**src/rtl/alu_responder.sv**
```systemverilog
// Handshaked ALU responder: accepts one request, computes (iteratively for SLL),
// holds the response until consumed, and counts completed operations.
module alu_responder #(
  parameter int unsigned WIDTH = 32,
  parameter int unsigned TAG_W = 4,
  parameter int unsigned CNT_W = 16
) (
  input  logic             clk,
  input  logic             rst_n,
  input  logic             req_valid,
  output logic             req_ready,
  input  logic [WIDTH-1:0] req_a,
  input  logic [WIDTH-1:0] req_b,
  input  logic [2:0]       req_op,
  input  logic [TAG_W-1:0] req_tag,
  output logic             rsp_valid,
  input  logic             rsp_ready,
  output logic [WIDTH-1:0] rsp_result,
  output logic             rsp_zero,
  output logic             rsp_ovf,
  output logic [TAG_W-1:0] rsp_tag,
  output logic [CNT_W-1:0] ops_done
);

  localparam int unsigned SH_W = $clog2(WIDTH);

  typedef enum logic [1:0] {IDLE, SHIFT, RESP} state_t;

  state_t           state_q, state_d;
  logic [WIDTH-1:0] result_q, result_d;
  logic             zero_q, zero_d;
  logic             ovf_q, ovf_d;
  logic [TAG_W-1:0] tag_q, tag_d;
  logic [SH_W-1:0]  cnt_q, cnt_d;
  logic [CNT_W-1:0] ops_q, ops_d;

  logic [WIDTH-1:0] sum, diff, alu_res;
  logic             alu_ovf;
  logic [SH_W-1:0]  shamt;
  logic             accept, is_shift;

  assign shamt    = req_b[SH_W-1:0];
  assign accept   = req_valid && (state_q == IDLE);
  assign is_shift = (req_op == 3'b101) && (shamt != '0);

  always_comb begin
    sum     = req_a + req_b;
    diff    = req_a - req_b;
    alu_res = '0;
    alu_ovf = 1'b0;
    case (req_op)
      3'b000: alu_res = req_a & req_b;
      3'b001: alu_res = req_a | req_b;
      3'b010: begin
        alu_res = sum;
        alu_ovf = (req_a[WIDTH-1] == req_b[WIDTH-1]) && (sum[WIDTH-1] != req_a[WIDTH-1]);
      end
      3'b011: alu_res = req_a ^ req_b;
      3'b100: alu_res = ~(req_a | req_b);
      3'b101: alu_res = req_a << shamt;
      3'b110: begin
        alu_res = diff;
        alu_ovf = (req_a[WIDTH-1] != req_b[WIDTH-1]) && (diff[WIDTH-1] != req_a[WIDTH-1]);
      end
      default: alu_res = {{(WIDTH-1){1'b0}}, ($signed(req_a) < $signed(req_b))};
    endcase
  end

  always_ff @(posedge clk or negedge rst_n) begin
    if (!rst_n) state_q <= IDLE;
    else        state_q <= state_d;
  end

  always_comb begin
    state_d = state_q;
    case (state_q)
      IDLE:    if (accept) state_d = is_shift ? SHIFT : RESP;
      SHIFT:   if (cnt_q == SH_W'(1)) state_d = RESP;
      RESP:    if (rsp_ready) state_d = IDLE;
      default: state_d = IDLE;
    endcase
  end

  always_comb begin
    req_ready = (state_q == IDLE);
    rsp_valid = (state_q == RESP);
  end

  // result_q doubles as the shift working register; zero flag tracks every update
  always_comb begin
    result_d = result_q;
    zero_d   = zero_q;
    ovf_d    = ovf_q;
    tag_d    = tag_q;
    cnt_d    = cnt_q;
    ops_d    = ops_q;
    case (state_q)
      IDLE: begin
        if (accept) begin
          tag_d = req_tag;
          if (is_shift) begin
            result_d = req_a;
            cnt_d    = shamt;
            ovf_d    = 1'b0;
          end else begin
            result_d = alu_res;
            ovf_d    = alu_ovf;
          end
          zero_d = (result_d == '0);
        end
      end
      SHIFT: begin
        result_d = result_q << 1;
        cnt_d    = cnt_q - SH_W'(1);
        zero_d   = (result_d == '0);
      end
      RESP: begin
        if (rsp_ready && (ops_q != '1)) ops_d = ops_q + CNT_W'(1);
      end
      default: ;
    endcase
  end

  always_ff @(posedge clk or negedge rst_n) begin
    if (!rst_n) begin
      result_q <= '0;
      zero_q   <= 1'b0;
      ovf_q    <= 1'b0;
      tag_q    <= '0;
      cnt_q    <= '0;
      ops_q    <= '0;
    end else begin
      result_q <= result_d;
      zero_q   <= zero_d;
      ovf_q    <= ovf_d;
      tag_q    <= tag_d;
      cnt_q    <= cnt_d;
      ops_q    <= ops_d;
    end
  end

  assign rsp_result = result_q;
  assign rsp_zero   = zero_q;
  assign rsp_ovf    = ovf_q;
  assign rsp_tag    = tag_q;
  assign ops_done   = ops_q;

endmodule
```
**config.mk**
```make
export PLATFORM = sky130hd
export DESIGN_NAME = alu_responder
export DESIGN_NICKNAME = d
export VERILOG_FILES = /design/src/rtl/alu_responder.sv
export SDC_FILE = /design/constraint.sdc
export NUM_CORES = 1
export LEC_CHECK = 0
export BUFFER_PORTS_ARGS = -buffer_cell sky130_fd_sc_hd__buf_4
export CAP_MARGIN = 30
export CORE_MARGIN = 5
export CORE_UTILIZATION = 38
export CTS_CLUSTER_SIZE = 25
export DETAILED_ROUTE_END_ITERATION = 8
export GPL_TIMING_DRIVEN = 0
export PLACE_DENSITY = 0.69
export SETUP_SLACK_MARGIN = 0.2
export SLEW_MARGIN = 15
export SYNTH_ARGS = -nofsm -noshare
export SYNTH_HDL_FRONTEND = slang
export SYNTH_SLANG_ARGS = --single-unit
```
**constraint.sdc**
```tcl
create_clock -name clk -period 2 [get_ports clk]
set_input_delay 0.1 -clock clk [delete_from_list [all_inputs] [get_ports clk]]
set_output_delay 0.1 -clock clk [all_outputs]
set_load 0.02 [all_outputs]
```
-- Yosys cells after proc, flatten, opt, wreduce, memory -nomap -nowiden
Cells that the tools add are included.
- order comparisons: 1
- $add $sub $neg: 4
- equal/unequal tests: 18
- muxes and demuxes: 18
- bitwise gates (word level): 4
- shifts and indexed selects: 1
- reductions and logical operators: 16
- operators by type and width (operator ; number):
    $pmux W32 S7 ; 1
    $mux W32 ; 4
    $logic_not A32 Y1 ; 2
    $pmux W32 S2 ; 1
    $add A32 B32 Y32 ; 1
    $and A32 B32 Y32 ; 1
    $lt A32 B32 Y1 ; 1
    $not A32 Y32 ; 1
    $or A32 B32 Y32 ; 1
    $shl A32 B5 Y32 ; 1
    $sub A32 B32 Y32 ; 1
    $xor A32 B32 Y32 ; 1
    $add A16 B1 Y16 const B ; 1
    $ne A16 B16 Y1 const B ; 1
    $mux W5 ; 2
    $pmux W5 S2 ; 1
    $eq A3 B3 Y1 const B ; 3
    $mux W2 ; 4
    $eq A3 B2 Y1 const B ; 2
    $ne A2 B1 Y1 const B ; 3
    $pmux W2 S3 ; 1
    $reduce_and A2 Y1 ; 3
    $reduce_and A3 Y1 ; 2
    $eq A5 B1 Y1 const B ; 1
    14 further kinds ; 22
- register bits: 61
- output and inout port bits: 56

-- Depth between registers and ports, before layout
Gate-level depths: netlist of run 1.
- depth in word-level cells: 9
- gate-level depth with buffers: 16
- gate-level depth less buffers: 15

-- Least setup slack after synthesis of run 1
No wires, ideal clock.
- path type: input to register
- from: input port req_b[1]
- to: register zero_q, in the netlist rsp_zero
- setup time: 0.092 ns
- cell stages on the path: 16
- path slack: -2.458 ns
- data required time: 1.908 ns
- data arrival time: 4.366 ns
- path buffers: 3
- path through: clkbuf_1 clkbuf_1 buf_1 inv_1 fa_1 nor2b_1 o211ai_1 nand3_1 a2111oi_0 o41a_1 o221a_2 o21ai_1 or4b_1 nor4_2 nand4_1 o31ai_2
- longest elaborated chain between the ends: 9
- ends and longest elaborated chain (what ; line ; source):
    start: declaration ; 13 ; input logic [WIDTH-1:0] req_b,
    branches (longest 3 deep; another with $sub A32 B32 Y32) ; n/a ;
    $mux W32 * ; 101 ; if (is_shift) begin
    $mux W32 * ; 99 ; if (accept) begin
    $mux W32 * ; 97 ; case (state_q)
    $logic_not A32 Y1 * ; 109 ; zero_d = (result_d == '0);
    $mux W1 * ; 99 ;
    $pmux W1 S2 * ; 97 ;
    end signal: assignment ; 134 ; zero_q <= zero_d;
    end: declaration ; 31 ; logic zero_q, zero_d;
Mark *: on every way between the ends. The select of a mux whose other input is x is not followed.
A chain may end at the register's enable or synchronous reset.

-- Worst setup path after layout of run 1
- from: input port req_b[2]
- to: register zero_q, in the netlist rsp_zero
Same word-level chain as after synthesis.

==> flow_metrics.tcl, run 1 <==
set metrics [dict create \
    arrival_ns 3.90 \
    skew_ns 0.00549 \
    reg2reg_depth 10 \
    firstDrtPassIters 6 \
    drt-total-wl_mm 58.2 \
    hold_viol_final 0 \
    final_cells 2128 \
    rsz0062_at_grt "yes" \
    max_freq_mhz 274 \
    multiInputGateArea_mm2 0.0103 \
    grt_use_met3 0.0822 \
    hold_path_class "in2reg" \
    nets 1924 \
    place_hpwl_mm 44.3 \
    grt_max_degree 62 \
    drc_errors 0 \
    crit_path_end "rsp_zero" \
    numCtsBuffers 9 \
    yosysWarnings 0 \
    setup_violations 34 \
    hold_slack_ns 0.146 \
    die_y_um 179 \
    wl_per_cell_um 27.3 \
    r2r_setup_slack_ns -1.02 \
    clk_latency_ns 0.33 \
    max_cap_violations 0 \
    crit_fanout 5 \
    synth.top_cells.by_count "nand2_1 (185), a21oi_1 (130), nor2_1 (111), ha_1 (108), inv_1 (96)" \
    syn_inst 1489 \
    clock_sinks 61 \
    p_per_area_mw_per_mm2 642 \
    outcome "finished, violations left" \
    grt_pass1_vias 13200 \
    synth.distinct_cells 84 \
    synth_flop_cell "dfrtp_1" \
    area_delta_synth_final_pct 47.5 \
    async_reset_ff_frac 1.00 \
    drtAntennaViolNets 0 \
    routed-via-count 13800 \
    worst_slew_margin_rel 0.487 \
    ys_ff_latch 61 \
    leakage_nw 6.76 \
    timing.rr.end "rsp_zero" \
    reg2reg_from "state_q[1]" \
    yosys-top-cells-area "dfrtp_1 (14%), ha_1 (12%), nand2_1 (6.4%)" \
    synth-edff-count 0 \
    drt-vias-per-instance 6.50 \
    die_x_um 179 \
    crit_path_start "req_b[2]" \
    cts_tree "yes" \
    syn_area_mm2 0.0109 \
    min_period_over_period 1.83 \
    postSynthAreaPerCell_um2 7.31 \
    netlist.area_leader.share 0.140 \
    grtUsageTotal 0.348 \
    die_area_mm2 0.0321 \
    synth_nets 1674 \
    crit_path_start_kind "input port" \
    rows 62 \
    start_util 0.383 \
    synth_top_area_cell "dfrtp_1" \
    grt_pass1_wl_mm 84.2 \
    cp-end-kind "register" \
    tightest_slew_ns 0.770 \
    worstSetupPathType "in2reg" \
    antenna_found_initial 1 \
    place.port_buffers 129 \
    critPathRequiredTime_ns 2.25 \
    drive_above_1_share 0.358 \
    yosysSeqAreaShare 0.140 \
    postLayoutSetupSlackWorst_ns -1.65 \
    violations "setup timing" \
    tns_ns -26.88 \
    grt_overflow 0 \
    use_met2 0.509 \
    clk_pin_slew_ns 0.06 \
    cts_root_buf "clkbuf_16" \
    yosysMostFrequentCell "nand2_1" \
    h-tree-depth 3 \
    ir_drop_v 0.000459 \
    place_inst 2003 \
    use_met1 0.480 \
    drv_slew 0 \
    clk_path_buf_depth 2 \
    grt-busiest-layer "met2" \
    drt_iter0_drc 1809 \
    io_pins 131 \
    gp_congestion 1.03 \
    diodes 0 \
    core_area_mm2 0.0285 \
    nFillCells 2641 \
    min_period_ns 3.65 \
    seq_area_mm2 0.00153 \
]
-- registers in the layout (all words and copies together), names as in the netlist --
| register | count |
|---|---|
| cnt_q | 5 |
| ops_done | 16 |
| rsp_ovf | 1 |
| rsp_result | 32 |
| rsp_tag | 4 |
| rsp_zero | 1 |
| state_q | 2 |
-- critical path: stages --
cell and delay (ns):
buf_12 0.09, inv_12 0.03, buf_12 0.11, clkbuf_16 0.14
ha_4 0.21, clkbuf_16 0.15, nor2b_4 0.13, o31a_1 0.27
o211ai_1 0.36, a311o_1 0.37, buf_6 0.15, o21ai_4 0.05
a311o_1 0.39, o211ai_4 0.24, or4b_4 0.51, nor4_4 0.24
nand4_1 0.15, o31ai_2 0.19
-- per-stage QoR --
step / utilization / area (um^2) / worst slack (ns) / total power [mW]
floorplan: - / 11600 / -1.37 / 5.43
global placement: 0.458 / 13000 / -2.58 / 7.52
detailed placement: 0.458 / 13000 / -2.61 / 7.57
CTS: 0.538 / 15300 / -1.61 / 9.79
global route: 0.564 / 16100 / -1.72 / 10.8
finish: 0.564 / 16100 / -1.65 / 10.3
-- cell type report --
class	instances	area share
inverter	106	0.0294
sequential	61	0.0955
clock inverter	7	0.00312
buffer	104	0.0575
clock buffer	9	0.0140
tap	384	0.0299
multi-input combinational	1218	0.641
timing repair buffer	239	0.130
-- layout by cell type (no fill, tap or decap), types with 12 or more instances in the layout --
cell,n
a211oi_2,12
a21o_1,14
a21oi_1,89
a21oi_2,31
a22oi_1,18
a31oi_1,17
buf_12,13
buf_4,184
buf_6,40
clkbuf_1,26
clkbuf_16,21
clkbuf_2,28
clkbuf_4,14
dfrtp_1,55
ha_1,89
ha_4,19
inv_1,74
inv_2,18
mux2i_1,39
mux4_2,25
nand2_1,177
nand2b_1,27
nand3_1,26
nand4_1,16
nor2_1,91
nor2_2,12
nor2b_1,17
nor3_1,20
nor4_1,14
o211ai_1,25
o21a_1,17
o21ai_0,46
o21ai_1,27
o22ai_1,12
xnor2_1,24
-- what timing repair did --
item,CTS,global route
setup endpoints to repair,49,51
buffers inserted,72,31
endpoints found under the hold margin,65,0
hold buffers,5,0
pin swaps,70,74
resized for setup,315,136
-- power breakdown --
group / internal (mW) / switching (mW)
Sequential: 1.69 / 0.550
Clock: 0.841 / 0.596
Combinational: 2.81 / 3.83
-- how the worst min path moves through the flow --
stage,startpoint,to,slack (ns),depth (start not counted)
2_1_floorplan,rst_n,cnt_q[0],-0.20,0
3_3_place_gp,rst_n,ops_done[8],0.22,1
3_5_place_dp,rst_n,ops_done[8],0.23,1
4_1_cts,rsp_ready,ops_done[0],0.17,3
5_1_grt,rsp_ready,ops_done[0],0.16,3
6_report,rsp_ready,ops_done[0],0.15,3
-- kinds of logic (layout without fill, tap and decap cells) --
group / Yosys count / in the layout / synth area share
adders and majority gates: 110 / 110 / 0.128
xor gates and xnor gates: 35 / 35 / 0.0281
AOI/OAI and AO/OA: 499 / 499 / 0.312
and+or+nand+nor: 494 / 494 / 0.216
buffers and inverters: 210 / 465 / 0.0732
muxes: 80 / 80 / 0.104
DFF: 61 / 61 / 0.140
-- metal layers --
metal,part of all wire,routed length (um)
met1,0.40,23500
met5,0.00033,19
met2,0.42,24500
met4,0.063,3690
met3,0.11,6460
Power figures use the tool's default switching activity.
==> run 2: changes to the inputs <==
- ABC_AREA: unset -> 1
==> run 2 against run 1 <==
Compared with the run above:
- the run still ends with setup timing left
- combinational power increased by 5.3%
- count of clock-buffer cells in the layout unchanged
- synthesized cell count increased by 50%
- global-route usage decreased by 0.91 points
- die area increased by 10%
- sequential share of layout area decreased by 0.42 points
- critical endpoint unchanged
- largest cell class unchanged
==> flow_metrics.tcl, run 2 <==
set metrics [dict create \
    async_reset_ff_frac 1.00 \
    numCtsBuffers 9 \
    grtUsageTotal 0.339 \
    p_per_area_mw_per_mm2 639 \
    hold_viol_final 0 \
    cts_root_buf "clkbuf_16" \
    h-tree-depth 3 \
    skew_ns 0.00416 \
    synth.top_cells.by_count "nand2_1 (752), inv_1 (368), nand3_1 (302), nor2_1 (164), ha_1 (108)" \
    outcome "finished, violations left" \
    core_area_mm2 0.0315 \
    die_area_mm2 0.0355 \
    drtAntennaViolNets 0 \
    leakage_nw 9.04 \
    yosysMostFrequentCell "nand2_1" \
    grt_pass1_vias 15300 \
    largest_register_ffs 32 \
    synth_nets 2417 \
    crit_path_start_kind "input port" \
    clock_sinks 61 \
    synth-edff-count 0 \
    arrival_ns 2.79 \
    drv_slew 0 \
    critPathRequiredTime_ns 2.26 \
    min_period_ns 2.53 \
    clk_path_buf_depth 2 \
    drt-total-wl_mm 64.6 \
    cp-end-kind "register" \
    gp_congestion 1.02 \
    hold_path_class "in2reg" \
    antenna_found_initial 0 \
    rsz0062_at_grt "yes" \
    synth.distinct_cells 47 \
    nFillCells 3220 \
    place_hpwl_mm 50.5 \
    area_delta_synth_final_pct 38.9 \
    drt-vias-per-instance 5.68 \
    routed-via-count 16400 \
    crit_fanout 3 \
    nets 2659 \
    io_pins 131 \
    start_util 0.385 \
    place_inst 2764 \
    syn_area_mm2 0.0121 \
    firstDrtPassIters 7 \
    die_x_um 188 \
    grt_max_degree 62 \
    clk_pin_slew_ns 0.06 \
    die_y_um 188 \
    synth_top_area_cell "nand2_1" \
    seq_area_mm2 0.00154 \
    wl_per_cell_um 22.4 \
    multiInputGateArea_mm2 0.0103 \
    use_met2 0.534 \
    worstSetupPathType "in2reg" \
    clk_latency_ns 0.33 \
    postSynthAreaPerCell_um2 5.42 \
    max_freq_mhz 395 \
    min_period_over_period 1.27 \
    worst_slew_margin_rel 0.450 \
    yosysWarnings 0 \
    violations "setup timing" \
    drc_errors 0 \
    setup_violations 40 \
    drive_above_1_share 0.283 \
    tns_ns -7.51 \
    grt_pass1_wl_mm 92.3 \
    final_cells 2881 \
    final_cell_mix "nand2_1 (629), inv_1 (349), nand3_1 (236), buf_4 (196), nor2_1 (113)" \
    yosys-top-cells-area "nand2_1 (23%), dfrtp_1 (13%), nand3_1 (12%)" \
    grt_use_met3 0.0585 \
    postLayoutSetupSlackWorst_ns -0.531 \
    tightest_slew_ns 0.825 \
    rows 65 \
    max_cap_violations 0 \
    diodes 0 \
    syn_inst 2232 \
    ir_drop_v 0.000614 \
    netlist.area_leader.share 0.233 \
    hold_slack_ns 0.0925 \
    use_met1 0.454 \
    grt_overflow 0 \
    drt_iter0_drc 1828 \
    cts_tree "yes" \
    place.port_buffers 130 \
    ys_ff_latch 61 \
    grt-busiest-layer "met2" \
    layout_commonest_cell "nand2_1" \
    synth_flop_cell "dfrtp_1" \
    yosysSeqAreaShare 0.126 \
]
[run 2: path summary, 6_finish.rpt]
| check | start | end | slack [ns] | depth (start not counted) |
|---|---|---|---|---|
| min in group asynchronous | rst_n | rsp_result[23] | 0.41 | 2 |
| min reg2reg | rsp_tag[3] | rsp_tag[3] | 0.50 | 2 |
| min | req_valid | state_q[0] | 0.09 | 2 |
| max reg2reg | ops_done[0] | ops_done[15] | -0.21 | 14 |
| max | req_b[3] | rsp_zero | -0.53 | 23 |
| max in group asynchronous | rst_n | ops_done[3] | 0.99 | 2 |
[run 2: cells by family after synthesis]
| group | share of synthesized area |
|---|---|
| simple gates | 0.460 |
| fa+ha+maj | 0.115 |
| compound gates | 0.123 |
| xor+xnor | 0.0145 |
| flops | 0.126 |
| buf+inv | 0.162 |
[run 2: what timing repair did]
item	in CTS	in global routing
pin swaps	78	93
buffers inserted	55	40
setup endpoints to repair	45	52
gates resized for setup	326	207
hold endpoints to repair	65	0
cloned	1	0
hold buffers	5	0
[run 2: power breakdown]
group	switching [mW]	total (mW)	internal (mW)
registers	0.411	2.12	1.71
clock network	0.639	1.62	0.980
logic	4.46	6.99	2.54
total	5.51	10.7	5.23
[run 2: critical path, stage by stage]
cell and delay (ns):
buf_6 0.08, buf_8 0.09, inv_4 0.03, buf_8 0.11
buf_12 0.12, ha_4 0.25, buf_12 0.13, buf_16 0.12
nor2_4 0.17, nand3_2 0.14, nand3_4 0.13, nand2_1 0.07
nand3_1 0.08, nand4_1 0.11, nand2_1 0.10, nand2_2 0.10
nor2_1 0.17, nand2_2 0.08, nor2_1 0.09, nand3_1 0.13
nor2_1 0.14, nand3_1 0.12, a21oi_2 0.16
[run 2: layer usage]
layer | routed length [um] | part of all wire | vias up
li1 | - | - | 7594
met1 | 26400 | 0.41 | 7652
met2 | 28100 | 0.44 | 911
met3 | 6040 | 0.093 | 216
met4 | 4050 | 0.063 | 0
met5 | 0 | 0 | -
[run 2: final cells by class]
cell class	instances	share of cell area
Clock inverter	7	0.00476
Tap cell	402	0.0299
Timing Repair Buffer	231	0.117
Sequential cell	61	0.0913
Multi-Input combinational cell	1701	0.613
Clock buffer	9	0.0134
Inverter	383	0.0887
Buffer	87	0.0411
[run 2: stage by stage]
stage | power (mW) | util | setup WS [ns] | instance area (um^2)
4_1_cts | 10.0 | 0.499 | -0.462 | 15700
3_3_place_gp | 7.62 | 0.439 | -1.26 | 13800
5_1_grt | 11.3 | 0.534 | -0.673 | 16800
2_1_floorplan | 5.41 | - | -0.191 | 12300
6_report | 10.7 | 0.534 | -0.531 | 16800
3_5_place_dp | 7.66 | 0.439 | -1.26 | 13800
==> run 3: changes to the inputs <==
- RECOVER_POWER: unset -> 25
==> run 3 against run 2 <==
Compared with the run above:
- the run still ends with setup timing left
- design area decreased by 0.76%
- via count about the same
- sequential cell count unchanged
- critical path depth unchanged
- total power decreased by 2.4%
- clock power about the same
- global-route usage unchanged
- cell count unchanged
- register-to-register slack about the same
- core utilization decreased by 0.41 points
- fmax decreased by 1.3%
- die area unchanged
==> flow_metrics.tcl, run 3 (synthesis gave the netlist of run 2 again) <==
set metrics [dict create \
    hold_viol_final 0 \
    worstSetupPathType "in2reg" \
    use_met2 0.534 \
    critical_path.max_stage_delay_ns 0.25 \
    rsz0062_at_grt "yes" \
    outcome "finished, violations left" \
    max_cap_violations 0 \
    numCtsBuffers 9 \
    min_from "req_valid" \
    drt-total-wl_mm 64.6 \
    worst_slew_margin_rel 0.439 \
    firstDrtPassIters 6 \
    crit_path_start_kind "input port" \
    routed-via-count 16400 \
    crit_fanout 3 \
    layout_commonest_cell "nand2_1" \
    start_util 0.385 \
    clk_pin_slew_ns 0.06 \
    nets 2659 \
    io_pins 131 \
    hold-path-endpoint "state_q[0]" \
    multiInputGateArea_mm2 0.0103 \
    arrival_ns 2.82 \
    r2r_setup_slack_ns -0.20 \
    min_period_ns 2.57 \
    grt_use_met3 0.0585 \
    timing.rr.end "ops_done[15]" \
    nFillCells 3265 \
    ir_drop_v 0.000611 \
    hold_path_class "in2reg" \
    setup_violations 38 \
    die_area_mm2 0.0355 \
    diodes 0 \
    use_met1 0.454 \
    reg2reg_depth 14 \
    wl_per_cell_um 22.4 \
    grt_max_degree 62 \
    critPathRequiredTime_ns 2.26 \
    cts_tree "yes" \
    die_y_um 188 \
    reg2reg_from "ops_done[0]" \
    drt-vias-per-instance 5.69 \
    max_freq_mhz 390 \
    rows 65 \
    crit_slowest_cell "ha_4" \
    skew_ns 0.00439 \
    min_path_cells 2 \
    tightest_slew_ns 0.841 \
    tns_ns -7.52 \
    grt-busiest-layer "met2" \
    clk_path_buf_depth 2 \
    drc_errors 0 \
    crit_path_cell_trace "buf_6 > buf_8 > inv_4 > buf_8 > buf_12 > ha_4 > buf_12 > buf_16 > nor2_4 > nand3_2 > nand3_4 > nand2_1 > nand3_1 > nand4_1 > nand2_1 > nand2_2 > nor2_1 > nand2_2 > nor2_1 > nand3_1 > nor2_1 > nand3_1 > a21oi_2" \
    cp-end-kind "register" \
    grt_pass1_wl_mm 92.3 \
    drive_above_1_share 0.269 \
    drt_iter0_drc 1811 \
    clk_latency_ns 0.33 \
    violations "setup timing" \
    core_area_mm2 0.0315 \
    area_delta_synth_final_pct 37.8 \
    leakage_nw 8.91 \
    antenna_found_initial 0 \
    cts_root_buf "clkbuf_16" \
    fin_util 0.530 \
    gp_congestion 1.02 \
    grt_pass1_vias 15300 \
    clock_sinks 61 \
    min_period_over_period 1.28 \
    largest_register_ffs 32 \
    place.port_buffers 130 \
    drtAntennaViolNets 0 \
    grtUsageTotal 0.339 \
    place_hpwl_mm 50.5 \
    grt_overflow 0 \
    die_x_um 188 \
    final_cell_mix "nand2_1 (629), inv_1 (349), nand3_1 (236), buf_4 (162), nor2_1 (113)" \
    p_per_area_mw_per_mm2 628 \
    h-tree-depth 3 \
    seq_area_mm2 0.00154 \
    postLayoutSetupSlackWorst_ns -0.565 \
    drv_slew 0 \
]
## run 3: cell types whose count changed in the layout (fill, tap and decap cells not counted), sizes merged
cell    change
buf        -34
clkbuf     +34
## run 3: per-layer routing
layer	vias up	routed length, um	share of wire
met4	0	3900	0.060
met5	-	0	0
met2	878	28300	0.44
met1	7728	26400	0.41
met3	195	6020	0.093
li1	7578	-	-
## run 3: what timing repair did
action / CTS / global route
hold endpoints to repair: 65 / 0
pin swaps: 78 / 93
gates resized for setup: 326 / 207
hold buffers: 5 / 0
endpoints found under the setup margin: 45 / 52
gates cloned: 1 / 0
setup buffers: 55 / 40
## run 3: cell type report
type,instances,area share
plain buffers,87,0.0414
repair buffers,231,0.111
clock inverters,7,0.00480
inverters,383,0.0894
clock buffers,9,0.0135
multi-input cells,1701,0.618
well taps,402,0.0301
flip-flops and latches,61,0.0920
## run 3: per-stage QoR
step	hold WS (ns)	instance area (um^2)	power, mW	instances	setup WS [ns]
after floorplan	-0.196	12300	5.41	2232	-0.191
after global placement	0.222	13800	7.62	2764	-1.26
after detailed placement	0.233	13800	7.66	2764	-1.26
after CTS	0.0835	15700	10.0	2841	-0.462
after global routing	0.0884	16700	11.0	2881	-0.673
final	0.0882	16700	10.5	2881	-0.565
## run 3: worst max path at each step
stage	startpoint	to	slack, ns	cells past startpoint
4_1_cts	req_b[3]	rsp_zero	-0.46	22
3_3_place_gp	req_b[3]	rsp_zero	-1.26	24
3_5_place_dp	req_b[3]	rsp_zero	-1.26	22
2_1_floorplan	req_b[3]	rsp_zero	-0.19	24
6_report	req_b[3]	rsp_zero	-0.57	23
5_1_grt	req_b[3]	rsp_zero	-0.67	26
## run 3: critical path: cells and delay by family
family,cells,cell delay [ns]
and+or+nand+nor,14,1.65
buffers and inverters,7,0.69
adders and majority gates,1,0.25
AOI/OAI and AO/OA,1,0.16
## run 3: where the power goes
part	total [mW]	leakage, nW	switching [mW]	internal (mW)
sequential	2.11	0.771	0.399	1.71
clock	1.62	0.143	0.639	0.980
combinational	6.75	8.00	4.47	2.28
